==> src/rtl/icache.sv <==
// Direct-mapped, one-word-per-line instruction cache between the fetch unit and
// the memory interface inst1 port. Hits return in the same cycle; misses fetch one word.
module icache #(
  parameter int INDEX_BITS = 6,
  parameter int TAG_BITS   = 30 - INDEX_BITS
) (
  input  logic        clk_in,
  input  logic        rst_in,
  input  logic        rdy_in,
  input  logic        rob_clear,
  input  logic        if_valid,
  input  logic [31:0] if_addr,
  output logic        if_ready,
  output logic [31:0] if_inst,
  output logic        mem_valid,
  output logic [31:0] mem_addr,
  input  logic [31:0] mem_result,
  input  logic        mem_ready
);

  localparam int LINES = 1 << INDEX_BITS;

  typedef enum logic [1:0] {
    IDLE = 2'b00,
    MISS = 2'b01
  } state_t;

  state_t state, state_nxt;

  logic [LINES-1:0]    valid_bits;
  logic [TAG_BITS-1:0] tag_mem  [LINES];
  logic [31:0]         data_mem [LINES];

  // Word address of the outstanding miss; the byte offset is always zero.
  logic [31:2]           miss_word;
  logic [INDEX_BITS-1:0] req_idx;
  logic [TAG_BITS-1:0]   req_tag;
  logic [INDEX_BITS-1:0] fill_idx;
  logic [TAG_BITS-1:0]   fill_tag;
  logic                  hit;
  logic                  fill;
  logic                  start_miss;
  logic                  unused_byte_offset;

  assign req_idx            = if_addr[INDEX_BITS+1:2];
  assign req_tag            = if_addr[31:INDEX_BITS+2];
  assign fill_idx           = miss_word[INDEX_BITS+1:2];
  assign fill_tag           = miss_word[31:INDEX_BITS+2];
  assign unused_byte_offset = ^if_addr[1:0];

  assign hit = if_valid && valid_bits[req_idx] && (tag_mem[req_idx] == req_tag);

  // A flush overrides everything, including a frozen pipeline.
  // NOTE: every output of this block gets a default first so no path infers a latch.
  always_comb begin
    state_nxt  = state;
    if_ready   = 1'b0;
    if_inst    = 32'h0;
    fill       = 1'b0;
    start_miss = 1'b0;
    if (rob_clear) begin
      state_nxt = IDLE;
    end else if (rdy_in) begin
      unique case (state)
        IDLE: begin
          if (hit) begin
            if_ready = 1'b1;
            if_inst  = data_mem[req_idx];
          end else if (if_valid) begin
            start_miss = 1'b1;
            state_nxt  = MISS;
          end
        end
        MISS: begin
          if (mem_ready) begin
            fill      = 1'b1;
            if_ready  = 1'b1;
            if_inst   = mem_result;
            state_nxt = IDLE;
          end
        end
        default: state_nxt = IDLE;
      endcase
    end
  end

  // NOTE: sequential state uses non-blocking assignments so every register samples pre-edge values.
  always_ff @(posedge clk_in or posedge rst_in) begin
    if (rst_in) begin
      state      <= IDLE;
      miss_word  <= '0;
      valid_bits <= '0;
    end else begin
      state <= state_nxt;
      if (start_miss) miss_word <= if_addr[31:2];
      if (fill) valid_bits[fill_idx] <= 1'b1;
    end
  end

  // NOTE: tag and data arrays are deliberately not reset; the valid bits gate every use.
  always_ff @(posedge clk_in) begin
    if (fill) begin
      tag_mem[fill_idx]  <= fill_tag;
      data_mem[fill_idx] <= mem_result;
    end
  end

  assign mem_valid = (state == MISS);
  assign mem_addr  = {miss_word, 2'b00};

endmodule
==> config.mk <==
export PLATFORM = sky130hd
export DESIGN_NAME = icache
export DESIGN_NICKNAME = d
export VERILOG_FILES = /design/src/rtl/icache.sv
export SDC_FILE = /design/constraint.sdc
export NUM_CORES = 2
export LEC_CHECK = 0
export CAP_MARGIN = 20
export CELL_PAD_IN_SITES_DETAIL_PLACEMENT = 0
export CELL_PAD_IN_SITES_GLOBAL_PLACEMENT = 1
export CORE_UTILIZATION = 56
export DETAILED_ROUTE_END_ITERATION = 16
export PLACE_DENSITY = 0.81
export SLEW_MARGIN = 15
export SYNTH_ARGS = -nofsm -noshare
export SYNTH_HDL_FRONTEND = slang
export SYNTH_SLANG_ARGS = --single-unit
==> constraint.sdc <==
create_clock -name clk_in -period 7.2 [get_ports clk_in]
set_input_delay 1.44 -clock clk_in [delete_from_list [all_inputs] [get_ports clk_in]]
set_output_delay 1.44 -clock clk_in [all_outputs]
set_load 0.02 [all_outputs]
==> flow_metrics.py <==
metrics = {
    "status": {
        "outcome": "finished, final reports clean",
    },
    "setup_path": {
        "r2r-start": "tag_mem[53][10]",
        "cp_max_fo": 33,
        "cp-end-kind": "output port",
        "worstSetupPathType": "in -> out",
        "r2r_cells": 14,
        "cp-start-kind": "input port",
        "rrSetupSlack_ns": 2.84,
        "arrival_ns": 5.75,
        "r2r_end": "miss_word[26]",
        "required_ns": 5.76,
    },
    "floorplanning": {
        "initial_core_util_pct": 56.3,
        "ios": 136,
        "coreArea_mm2": 0.251,
        "die_w_um": 504,
        "die_height_um": 504,
        "dieArea_mm2": 0.254,
        "core.rowCount": 184,
    },
    "cells_and_area": {
        "fin_util_pct": 64.5,
        "syn2layout_area_growth_pct": 14.6,
        "multi_input_area_mm2": 0.0301,
        "finalNonFillerCells": 10400,
        "fill_cells": 15800,
        "layout_commonest_cell": "edfxtp_1",
        "drive_gt1_share_pct": 31.6,
        "layout_common_cells": "edfxtp_1, mux4_2, buf_4",
        "seq_area_mm2": 0.110,
        "nNetsFinal": 6805,
    },
    "detailed_routing": {
        "vias_per_cell": 6.98,
        "route.detailed.drc": 0,
        "drt_iter0_drc": 11800,
        "wl_mm": 404,
        "dr.pass1.iters": 6,
        "vias": 72400,
        "wl_per_cell_um": 39.0,
        "ant_nets": 0,
    },
    "grt": {
        "grt_start_max_net_pins": 154,
        "grt-ovfl-total": 0,
        "first_global_vias": 72700,
        "grt_pass1_wl_mm": 560,
        "grt.total_usage_pct": 31.9,
        "antenna_found_initial": 16,
    },
    "yosys": {
        "synth_seq_cells": 3679,
        "synth-simple-area-share_pct": 1.77,
        "synth_mux_area_share_pct": 17.8,
        "synth_fa_ha_area_share_pct": 0,
        "synth_top_family_by_area": "multiplexers",
        "synthFlopType": "edfxtp_1",
        "synth-async-reset-ratio_pct": 2.58,
        "synth_xor_area_share_pct": 0.161,
        "avgSynthCellArea_um2": 23.3,
        "synth-compound-area-share_pct": 1.24,
        "netlist_area_mm2": 0.141,
        "synth_cells": 6061,
        "synth-warning-count": 0,
        "synth_edf_count": 3584,
        "ys_seq_area_share_pct": 77.9,
        "yosysUniqueCellTypes": 68,
    },
    "clock_network": {
        "cts-root-buf": "clkbuf_16",
        "ctsHtreeMaxLevel": 5,
        "cts_buffers": 371,
        "clkSinkCount": 3679,
        "cts_setup_buffers": 0,
        "cts_tree": "done",
        "clock_latency_ns": 0.98,
        "clockBufferDepth": 4,
        "clk_pin_slew_ns": 0.06,
    },
    "timing": {
        "worstMarginPinSlew_ns": 1.19,
        "slew_headroom_pct": 20.9,
        "setup_viol": 0,
        "rsz0062_at_grt": "false",
        "final-max-slew-violation-count": 0,
        "hold_viol_final": 0,
        "min_period_ns": 7.19,
        "clock.fmax_mhz": 139,
        "finClkSkew_ns": 0.0638,
        "period_share_pct": 99.9,
    },
    "min_path": {
        "hold_start": "valid_bits[22]",
        "hold_end": "valid_bits[22]",
        "min_path_cells": 1,
        "hold_class": "reg -> reg",
    },
    "placement": {
        "routabilityCongestion": 0.849,
        "hpwl_mm": 208,
        "port_buffers": 131,
        "dpl.cell_count": 9706,
    },
    "power": {
        "leakagePower_nw": 52.0,
        "ir_worst_vdd_v": 0.000247,
        "powerDensity_mw_per_mm2": 282,
    },
    "flow_run": {
        "max_cap_viol_count": 0,
    },
}
[cell families after synthesis]
group	Yosys count
AOI/OAI and AO/OA	241
xor gates and xnor gates	26
buffers and inverters	325
DFF	3679
muxes	1261
other	1
and+or+nand+nor	528
[critical path, cell delays in order]
cell,delay [ns]
buf_16,0.16
buf_12,0.19
mux4_2,0.54
mux4_2,0.51
o211ai_1,0.30
buf_4,0.23
nand3_1,0.13
xor2_1,0.19
nor3_2,0.32
buf_4,0.18
nand4_1,0.09
buf_4,0.19
o41a_2,0.52
buf_12,0.24
nor2_1,0.13
dlygate4sd2_1,0.34
[stage by stage]
| step | hold slack [ns] | TNS [ns] | setup slack [ns] | area [um2] | power [mW] |
|---|---|---|---|---|---|
| global route | 0.476 | 0 | 0.00269 | 162000 | 46.7 |
| detailed placement | 0.448 | -11.06 | -0.406 | 150000 | 27.4 |
| floorplan | 0.434 | 0 | 0.823 | 141000 | 26.1 |
| finish | 0.468 | 0 | 0.00833 | 162000 | 45.7 |
| global placement | 0.446 | -12.56 | -0.444 | 150000 | 27.3 |
| CTS | 0.465 | 0 | 0.0379 | 162000 | 45.8 |
[power by group]
group,switching (mW),internal [mW]
Combinational,1.65,1.04
Clock,7.93,10.8
Sequential,0.234,24.1
Total,9.81,35.9
[how the worst max path moves through the flow]
stage | start | end | slack [ns]
2_1_floorplan | if_addr[2] | if_inst[30] | 0.82
6_report | if_addr[2] | if_inst[16] | 0.008
3_3_place_gp | if_addr[2] | if_inst[27] | -0.44
3_5_place_dp | if_addr[2] | if_inst[27] | -0.41
4_1_cts | if_addr[2] | if_inst[28] | 0.04
5_1_grt | if_addr[2] | if_inst[7] | 0.003
[state kept, by name (all words and copies together), names as in the netlist]
| register | cells |
|---|---|
| data_mem | 2048 |
| miss_word | 30 |
| state | 1 |
| tag_mem | 1536 |
| valid_bits | 64 |
[Yosys cell counts (15+ instances only)]
master	count	share of area, %
edfxtp_1	3584	76
mux4_2	993	16
mux2i_1	221	1.6
nand2_1	168	0.45
nor2_1	129	0.34
clkbuf_1	118	0.31
buf_2	111	0.39
dfrtp_1	95	1.7
a22oi_1	75	0.40
or2_2	66	0.29
nand3_1	58	0.21
buf_4	35	0.19
buf_1	30	0.080
mux2_1	28	0.22
a21oi_1	26	0.092
nor2b_1	24	0.11
o22ai_1	24	0.11
buf_6	20	0.16
mux2_2	19	0.15
nand4_1	18	0.080
o21ai_0	18	0.064
xor2_1	18	0.11
and3_1	17	0.075
nor3_1	15	0.053
[per-layer routing]
layer	wire length (um)	GRT usage (%)
met1	139000	43.2
met2	193000	50.4
met3	51100	6.71
met4	21500	14.4
met5	70	0
[repair_timing]
| action | 4_1_cts | 5_1_grt |
|---|---|---|
| pin swaps | 1 | 0 |
| hold endpoints to repair | 0 | 0 |
| hold buffers | 0 | 0 |
| endpoints found under the setup margin | 30 | 29 |
| gates resized for setup | 36 | 50 |
[final cells by class]
type                    instances  share of cell area [%]
flip-flops and latches       3679                    68.0
multi-input cells            2058                    18.6
clock buffers                 472                    6.14
repair buffers                616                    3.69
well taps                    3348                    2.59
clock inverters               178                   0.995
inverters                       9                  0.0301
diodes                          9                  0.0139
(Power assumes the default switching activity.)
